`src/rtl/uart_tx_arbiter_if.sv`:
```
// ---------------------------------------------------------------------------
// uart_tx_arbiter_if
//
// Bundles the requester-side valid/ready/data bus and the UART TX control
// bus that the uart_tx_arbiter sits between.
//
// Parameters
//   N_REQ        number of byte producers sharing the UART TX (2..8)
//
// Signals
//   req_valid    [N_REQ]    per-requester byte-available flag
//   req_data     [8*N_REQ]  per-requester byte, requester i in [8i+7:8i]
//   req_ready    [N_REQ]    one-hot accept strobe
//   tx_start     [1]        one-cycle start pulse to the UART TX
//   tx_data      [8]        byte to the UART TX
//   tx_done      [1]        one-cycle completion pulse from the UART TX
//   busy         [1]        arbiter is not idle
//   grant_id     [IDX_W]    index of the last accepted requester
//   err_timeout  [1]        one-cycle pulse on watchdog abort
//
// Modports
//   master       arbiter view (drives ready, TX control and status)
//   slave        environment view (requesters, UART TX and observers)
// ---------------------------------------------------------------------------
interface uart_tx_arbiter_if #(
    parameter int N_REQ = 4
) ();
    localparam int IDX_W = $clog2(N_REQ);

    logic [N_REQ-1:0]   req_valid;
    logic [8*N_REQ-1:0] req_data;
    logic [N_REQ-1:0]   req_ready;
    logic               tx_start;
    logic [7:0]         tx_data;
    logic               tx_done;
    logic               busy;
    logic [IDX_W-1:0]   grant_id;
    logic               err_timeout;

    modport master (
        input  req_valid, req_data, tx_done,
        output req_ready, tx_start, tx_data, busy, grant_id, err_timeout
    );

    modport slave (
        output req_valid, req_data, tx_done,
        input  req_ready, tx_start, tx_data, busy, grant_id, err_timeout
    );
endinterface

```
`src/rtl/uart_tx_arbiter.sv`:
```
// ---------------------------------------------------------------------------
// uart_tx_arbiter
//
// Round-robin arbiter/sequencer sharing one UART transmitter among N_REQ
// byte producers. One byte is in flight at a time: a winner is accepted in
// IDLE, tx_start pulses in START, and the grant is held in WAIT_DONE until
// the UART TX reports tx_done.
//
// Parameters
//   N_REQ        number of requesters (2..8)
//   TIMEOUT_CYC  watchdog limit from tx_start to tx_done (optional feature)
//
// Ports
//   clk          system clock, rising edge
//   rst          asynchronous active-high reset
//   bus          uart_tx_arbiter_if.master (requester bus + UART TX control)
//
// Optional feature
//   UART_ARB_TIMEOUT_EN  when defined, a watchdog aborts a transfer that has
//                        not completed within TIMEOUT_CYC cycles and pulses
//                        err_timeout. When undefined, no counter is built,
//                        err_timeout is tied low and WAIT_DONE waits forever.
// ---------------------------------------------------------------------------
module uart_tx_arbiter #(
    parameter int N_REQ       = 4,
    parameter int TIMEOUT_CYC = 200000
) (
    input  logic              clk,
    input  logic              rst,
    uart_tx_arbiter_if.master bus
);
    localparam int IDX_W = $clog2(N_REQ);

    typedef enum logic [1:0] {
        IDLE      = 2'd0,
        START     = 2'd1,
        WAIT_DONE = 2'd2
    } state_e;

    state_e           state_q, state_d;
    logic [7:0]       tx_data_q, tx_data_d;
    logic [IDX_W-1:0] grant_id_q, grant_id_d;
    logic [IDX_W-1:0] rr_ptr_q, rr_ptr_d;

    logic [IDX_W-1:0] winner;
    logic             any_valid;
    logic             accept;
    logic             timeout_hit;

    logic [N_REQ-1:0] req_ready;
    logic             tx_start;
    logic             busy;

    // -----------------------------------------------------------------------
    // Round-robin scan. Offsets are walked from farthest to nearest so the
    // requester closest to rr_ptr (in wrap-around order) is written last and
    // therefore wins.
    // -----------------------------------------------------------------------
    always_comb begin : rr_scan
        logic [IDX_W:0] sum;
        // NOTE: every variable assigned in a combinational block gets a
        // default first, so no path leaves it unassigned and no latch forms.
        winner    = '0;
        any_valid = 1'b0;
        sum       = '0;
        for (int k = N_REQ - 1; k >= 0; k--) begin
            sum = {1'b0, rr_ptr_q} + (IDX_W+1)'(k);
            if (sum >= (IDX_W+1)'(N_REQ)) begin
                sum = sum - (IDX_W+1)'(N_REQ);
            end
            if (bus.req_valid[sum[IDX_W-1:0]]) begin
                winner    = sum[IDX_W-1:0];
                any_valid = 1'b1;
            end
        end
    end

    assign accept = (state_q == IDLE) && any_valid;

    // -----------------------------------------------------------------------
    // FSM: state register
    // -----------------------------------------------------------------------
    always_ff @(posedge clk or posedge rst) begin
        if (rst) begin
            state_q <= IDLE;
        end else begin
            // NOTE: sequential state is updated with non-blocking assignments
            // so every register samples the pre-edge values of the others.
            state_q <= state_d;
        end
    end

    // -----------------------------------------------------------------------
    // FSM: next-state logic. tx_done wins over the watchdog because
    // timeout_hit is already qualified with !tx_done.
    // -----------------------------------------------------------------------
    always_comb begin
        state_d = state_q;
        unique case (state_q)
            IDLE: begin
                if (any_valid) state_d = START;
            end
            START: begin
                if (bus.tx_done || timeout_hit) state_d = IDLE;
                else                            state_d = WAIT_DONE;
            end
            WAIT_DONE: begin
                if (bus.tx_done || timeout_hit) state_d = IDLE;
            end
            default: state_d = IDLE;
        endcase
    end

    // -----------------------------------------------------------------------
    // FSM: outputs. req_ready is gated with rst because the scan itself is
    // purely combinational from req_valid.
    // -----------------------------------------------------------------------
    always_comb begin
        req_ready = '0;
        tx_start  = 1'b0;
        busy      = 1'b0;
        unique case (state_q)
            IDLE: begin
                req_ready[winner] = any_valid && !rst;
            end
            START: begin
                tx_start = 1'b1;
                busy     = 1'b1;
            end
            WAIT_DONE: begin
                busy = 1'b1;
            end
            default: ;
        endcase
    end

    // -----------------------------------------------------------------------
    // Grant datapath: captured on the accepting edge and held until the next
    // acceptance, so tx_data stays stable through the whole transfer.
    // -----------------------------------------------------------------------
    always_comb begin
        tx_data_d  = tx_data_q;
        grant_id_d = grant_id_q;
        rr_ptr_d   = rr_ptr_q;
        if (accept) begin
            tx_data_d  = bus.req_data[{winner, 3'b000} +: 8];
            grant_id_d = winner;
            rr_ptr_d   = (winner == IDX_W'(N_REQ - 1)) ? '0 : winner + 1'b1;
        end
    end

    always_ff @(posedge clk or posedge rst) begin
        if (rst) begin
            tx_data_q  <= 8'h00;
            grant_id_q <= '0;
            rr_ptr_q   <= '0;
        end else begin
            tx_data_q  <= tx_data_d;
            grant_id_q <= grant_id_d;
            rr_ptr_q   <= rr_ptr_d;
        end
    end

`ifdef UART_ARB_TIMEOUT_EN
    // -----------------------------------------------------------------------
    // Watchdog: cleared on the accepting edge (so it reads 0 in START) and
    // counts every cycle spent in START/WAIT_DONE. Reaching TIMEOUT_CYC-1
    // without tx_done aborts to IDLE; err_timeout is the registered pulse of
    // that decision, so it appears TIMEOUT_CYC cycles after tx_start.
    // -----------------------------------------------------------------------
    localparam int CNT_W = $clog2(TIMEOUT_CYC + 1);

    logic [CNT_W-1:0] cnt_q, cnt_d;
    logic             err_q, err_d;

    always_comb begin
        cnt_d = cnt_q;
        if (accept) begin
            cnt_d = '0;
        end else if (state_q != IDLE) begin
            cnt_d = cnt_q + 1'b1;
        end
    end

    assign timeout_hit = (state_q != IDLE) && !bus.tx_done &&
                         (cnt_q == CNT_W'(TIMEOUT_CYC - 1));
    assign err_d       = timeout_hit;

    always_ff @(posedge clk or posedge rst) begin
        if (rst) begin
            cnt_q <= '0;
            err_q <= 1'b0;
        end else begin
            cnt_q <= cnt_d;
            err_q <= err_d;
        end
    end

    assign bus.err_timeout = err_q;
`else
    assign timeout_hit     = 1'b0;
    assign bus.err_timeout = 1'b0;
`endif

    assign bus.req_ready = req_ready;
    assign bus.tx_start  = tx_start;
    assign bus.busy      = busy;
    assign bus.tx_data   = tx_data_q;
    assign bus.grant_id  = grant_id_q;

endmodule

```
`src/flat_wrapper.sv`:
```
// flat-port wrapper written by rule: the top's interface ports become plain ports
module uart_tx_arbiter_flat 
#(
    parameter int N_REQ       = 4,
    parameter int TIMEOUT_CYC = 200000
)
  (clk, rst, bus_req_valid, bus_req_data, bus_tx_done, bus_req_ready, bus_tx_start, bus_tx_data, bus_busy, bus_grant_id, bus_err_timeout);
  uart_tx_arbiter_if #(.N_REQ(N_REQ)) bus_i ();
  input  logic clk;
  input  logic rst;
  input wire logic [$bits(bus_i.req_valid)-1:0] bus_req_valid;
  input wire logic [$bits(bus_i.req_data)-1:0] bus_req_data;
  input wire logic [$bits(bus_i.tx_done)-1:0] bus_tx_done;
  output wire logic [$bits(bus_i.req_ready)-1:0] bus_req_ready;
  output wire logic [$bits(bus_i.tx_start)-1:0] bus_tx_start;
  output wire logic [$bits(bus_i.tx_data)-1:0] bus_tx_data;
  output wire logic [$bits(bus_i.busy)-1:0] bus_busy;
  output wire logic [$bits(bus_i.grant_id)-1:0] bus_grant_id;
  output wire logic [$bits(bus_i.err_timeout)-1:0] bus_err_timeout;
  assign bus_i.req_valid = bus_req_valid;
  assign bus_i.req_data = bus_req_data;
  assign bus_i.tx_done = bus_tx_done;
  assign bus_req_ready = bus_i.req_ready;
  assign bus_tx_start = bus_i.tx_start;
  assign bus_tx_data = bus_i.tx_data;
  assign bus_busy = bus_i.busy;
  assign bus_grant_id = bus_i.grant_id;
  assign bus_err_timeout = bus_i.err_timeout;
  uart_tx_arbiter #(.N_REQ(N_REQ), .TIMEOUT_CYC(TIMEOUT_CYC)) u_core (.clk(clk), .rst(rst), .bus(bus_i));
endmodule
```
`config.mk`:
```
export PLATFORM = sky130hd
export DESIGN_NAME = uart_tx_arbiter_flat
export DESIGN_NICKNAME = d
export VERILOG_FILES = /design/src/rtl/uart_tx_arbiter_if.sv /design/src/rtl/uart_tx_arbiter.sv /design/src/flat_wrapper.sv
export SDC_FILE = /design/constraint.sdc
export NUM_CORES = 1
export LEC_CHECK = 0
export ABC_AREA = 0
export CAP_MARGIN = 15
export CORE_MARGIN = 2
export CORE_UTILIZATION = 36
export DETAILED_ROUTE_END_ITERATION = 8
export GPL_ROUTABILITY_DRIVEN = 0
export PLACE_DENSITY = 0.75
export SLEW_MARGIN = 30
export SYNTH_ARGS = -nofsm -noshare
export SYNTH_HDL_FRONTEND = slang
export SYNTH_SLANG_ARGS = --single-unit
```
`constraint.sdc`:
```
create_clock -name clk -period 2.2 [get_ports clk]
set_input_delay 0.55 -clock clk [delete_from_list [all_inputs] [get_ports clk]]
set_output_delay 0.55 -clock clk [all_outputs]
set_load 0.05 [all_outputs]
```
==> qor.log <==
[synth] post-synthesis instance area 1149 um2
[worst_setup_path] number of buffers and inverters on the critical path 2
[power_and_ir_drop] worst IR drop on VDD 0.0006884 V
[worst_setup_path] R2R depth 5
[detailed_routing] remaining number of nets flagged by the antenna check after routing 0
[sta] minimum clock period 2398 ps
[floorplan] starting utilization of the core area 37.62%
[synth] top post-synthesis cells by area sky130_fd_sc_hd__dfrtp_1 31%, sky130_fd_sc_hd__a2111oi_4 12%, sky130_fd_sc_hd__a211oi_2 7.6%, sky130_fd_sc_hd__mux2i_1 7.0%, sky130_fd_sc_hd__ha_1 5.4%
[clocking] Clock Sinks 14
[sta] slack of the critical path -198.3 ps
[sta] max-slew violations 0
[synth] dominant combinational cell family by area after synthesis compound AO/OA/AOI/OAI gates
[worst_hold_path] worst min path class reg -> reg
[grt] largest net degree at the start of global routing 10
[layout] most common cell after layout, fill and taps aside sky130_fd_sc_hd__clkdlybuf4s50_1
[sta] slew margin rel. 66.50%
[detailed_routing] number of DRC violations after detailed routing 0
[sta] setup TNS -711.5 ps
[worst_setup_path] minimum setup slack among reg-to-reg paths 370 ps
[synth] multiplexer share of the synthesized area 7.952%
[synth] complex-gate fraction of the synthesized area 37.25%
[sta] Max Fclk 417.0 MHz
[clocking] worst-skew pair later-pin latency 290 ps
[worst_setup_path] Slowest-stage cell, CP sky130_fd_sc_hd__dfrtp_2
[worst_setup_path] chain of cells forming the critical path mux2_4, nand2_4, and2_4, inv_6, ha_4, and3_4, buf_12
[layout] antenna diode count 0
[grt] total overflow reported by the global router 0
[floorplan] floorplan die area 3658 um2
[grt] first-pass GRT wire length 5485 um
[layout] fraction of layout instances using a drive strength above 1 39.47%
[outcome] failing checks setup timing
[run] MaxCap Viol Count 0
[sta] number of setup violations in the final report 4
[worst_setup_path] crit start category flop
[worst_setup_path] CP required 1650 ps
[worst_setup_path] crit-path max FO 6
[worst_setup_path] launching point of the worst reg2reg path u_core.rr_ptr_q[1]
[synth] share of synthesized area occupied by flip-flops and latches 30.50%
[detailed_routing] Via density 5.034
[floorplan] core footprint 3053 um2
[grt] number of antenna violations at the first check in global routing 0
[layout] number of nets in the layout 235
[clocking] deepest clock path buffer count 2
[synth] simple logic cell fraction of the synthesized area 12.09%
[clocking] CTS H-Tree Depth 1
[grt] number of global-route vias before repair 1,269
[sta] Least-Margin Pin Slew 501.0 ps
[sta] crit share post-route 109.0%
[clocking] TritonCTS clock tree built
[floorplan] height of the die 60.49 um
[detailed_routing] total number of vias 1,178
[clocking] Num CTS Buffers 3
[detailed_routing] average wire per cell in the routed design 14.98 um
[worst_hold_path] Hold Path Depth 1
[floorplan] DIE WIDTH 60.49 um
[detailed_routing] starting DRC count in detailed routing 24
[synth] portion of synthesized cell area occupied by the leading cell type 30.50%
[floorplan] Row Count 20
[grt] global-route total usage across every layer 20.48%
[worst_setup_path] largest incremental delay on the critical path 460 ps
[worst_setup_path] Setup crit end kind primary output
[placement] hpwl dp 2932 um
[layout] highest-count cells in the layout ignoring fill and taps 44 x sky130_fd_sc_hd__clkdlybuf4s50_1, 33 x sky130_fd_sc_hd__buf_4, 13 x sky130_fd_sc_hd__dfrtp_1
[worst_setup_path] data arrival time of the critical path 1850 ps
[sta] setup clock skew after layout 3.744 ps
[layout] Area Growth Syn to Fin 79.85%
[power_and_ir_drop] power consumption 2.738 mW
[detailed_routing] number of search-and-repair iterations in the first detailed-routing pass 3
[worst_setup_path] endpoint of the most critical register-to-register path u_core.bus.tx_data[7]
[worst_setup_path] critical path launch point u_core.rr_ptr_q[1]
[synth] YS warnings 0
[power_and_ir_drop] leakage power figure 0.8593 nW
[synth] largest area contributor in the synthesized netlist sky130_fd_sc_hd__dfrtp_1
[synth] share of synthesized cell area in full adder, half adder and majority cells 5.447%
[detailed_routing] Final Routed Wirelength 3505 um
[placement] number of I/O port buffers 54
[worst_setup_path] critical path start-end classification reg -> out
[worst_setup_path] top cell family by delay on the critical path flip-flops
[worst_hold_path] WHS Endpoint u_core.bus.grant_id[1]
[floorplan] top-level port count 56
[worst_hold_path] hold wc startpoint u_core.bus.grant_id[1]
[clocking] clock-pin transition on the worst setup and hold timing paths 90 ps
[power_and_ir_drop] power per standard cell area 1325 nW/um2
[synth] Cell variety after synth 36
[sta] unrepaired setup endpoints after global routing yes
[clocking] master cell of the clock root buffer sky130_fd_sc_hd__clkbuf_4
[outcome] status finished, violations left
[synth] nets in the synthesized netlist 150
[synth] post-synthesis register bit count 14
[synth] xor/xnor share of the synthesized area 0%
[synth] post-synthesis average cell area 10.84 um2
[sta] Hold Vio Cnt, Final 0
[synth] Syn Inst Count 106
[area by class of cell]
type / instances / area (um2)
Tap cell: 44 / 55.05
Fill cell: 257 / 987.2
Clock buffer: 4 / 36.28
Multi-Input combinational cell: 79 / 790.8
Sequential cell: 14 / 351.6
Inverter: 6 / 35.03
Timing Repair Buffer: 87 / 797.0
[registers in the layout, indices dropped and copies added (netlist names)]
signal,cells
u_core.bus.tx_data,8
u_core.rr_ptr_q,2
u_core.state_q,2
u_core.bus.grant_id,2
[cell families after synthesis]
| family | after synthesis |
|---|---|
| flip-flops | 14 |
| buffers and inverters | 13 |
| adder cells (fa/ha/maj) | 5 |
| multiplexers | 9 |
| AO/OA/AOI/OAI | 37 |
| AND/OR/NAND/NOR | 27 |
| other | 1 |
[repair_timing]
action / in CTS / in global routing
cloned: 0 / 0
resized for setup: 22 / 0
hold buffers: 0 / 0
pin swaps: 7 / 1
setup endpoints to repair: 13 / 4
setup buffers: 3 / 0
[per-stage QoR]
step | hold slack, ps | utilization, % | instance area [um2] | cells | setup WS [ps]
2_1_floorplan | 456.4 | - | 1230 | 106 | -266.6
3_3_place_gp | 463.0 | 65.20 | 1991 | 227 | -594.3
3_5_place_dp | 474.1 | 65.20 | 1991 | 227 | -655.6
4_1_cts | 494.6 | 67.66 | 2066 | 234 | -202.5
5_1_grt | 518.1 | 67.66 | 2066 | 234 | -267.3
6_report | 493.4 | 67.66 | 2066 | 234 | -198.3
[report_power, final]
part | switching, mW | leakage (nW) | total (mW) | internal, mW
clock network | 0.0902 | 0.0210 | 0.191 | 0.101
registers | 0.0816 | 0.161 | 0.472 | 0.390
logic | 1.19 | 0.678 | 2.07 | 0.889
[synthesized netlist by cell type (all sizes together)]
master   count
dfrtp       14
o21ai        3
nor2b        2
nand2        6
and3         2
a21o         2
a21oi        4
buf          6
o32a         1
inv          6
mux2         1
mux2i        8
and2         2
nor4         3
nand3        1
conb         1
clkbuf       1
o22a         1
a211oi       8
nand2b       1
a2111oi      8
ha           5
o21a         1
nor2        10
a21boi       9
[metal layers]
metal,up-vias,wire length (um),track usage (%)
met5,-,0,0
met4,0,63,8.385
met3,7,239,2.345
met2,45,1869,41.30
met1,564,1333,21.02
li1,562,-,-
[worst max path at each step]
stage               slack, ps  depth (start not counted)               end
finish                   -200                          7  bus_req_ready[2]
global route             -270                          7  bus_req_ready[2]
CTS                      -200                          7  bus_req_ready[2]
detailed placement       -660                          8  bus_req_ready[2]
global placement         -590                          8  bus_req_ready[2]
floorplan                -270                          5  bus_req_ready[0]
Power figures use the tool's default switching activity.
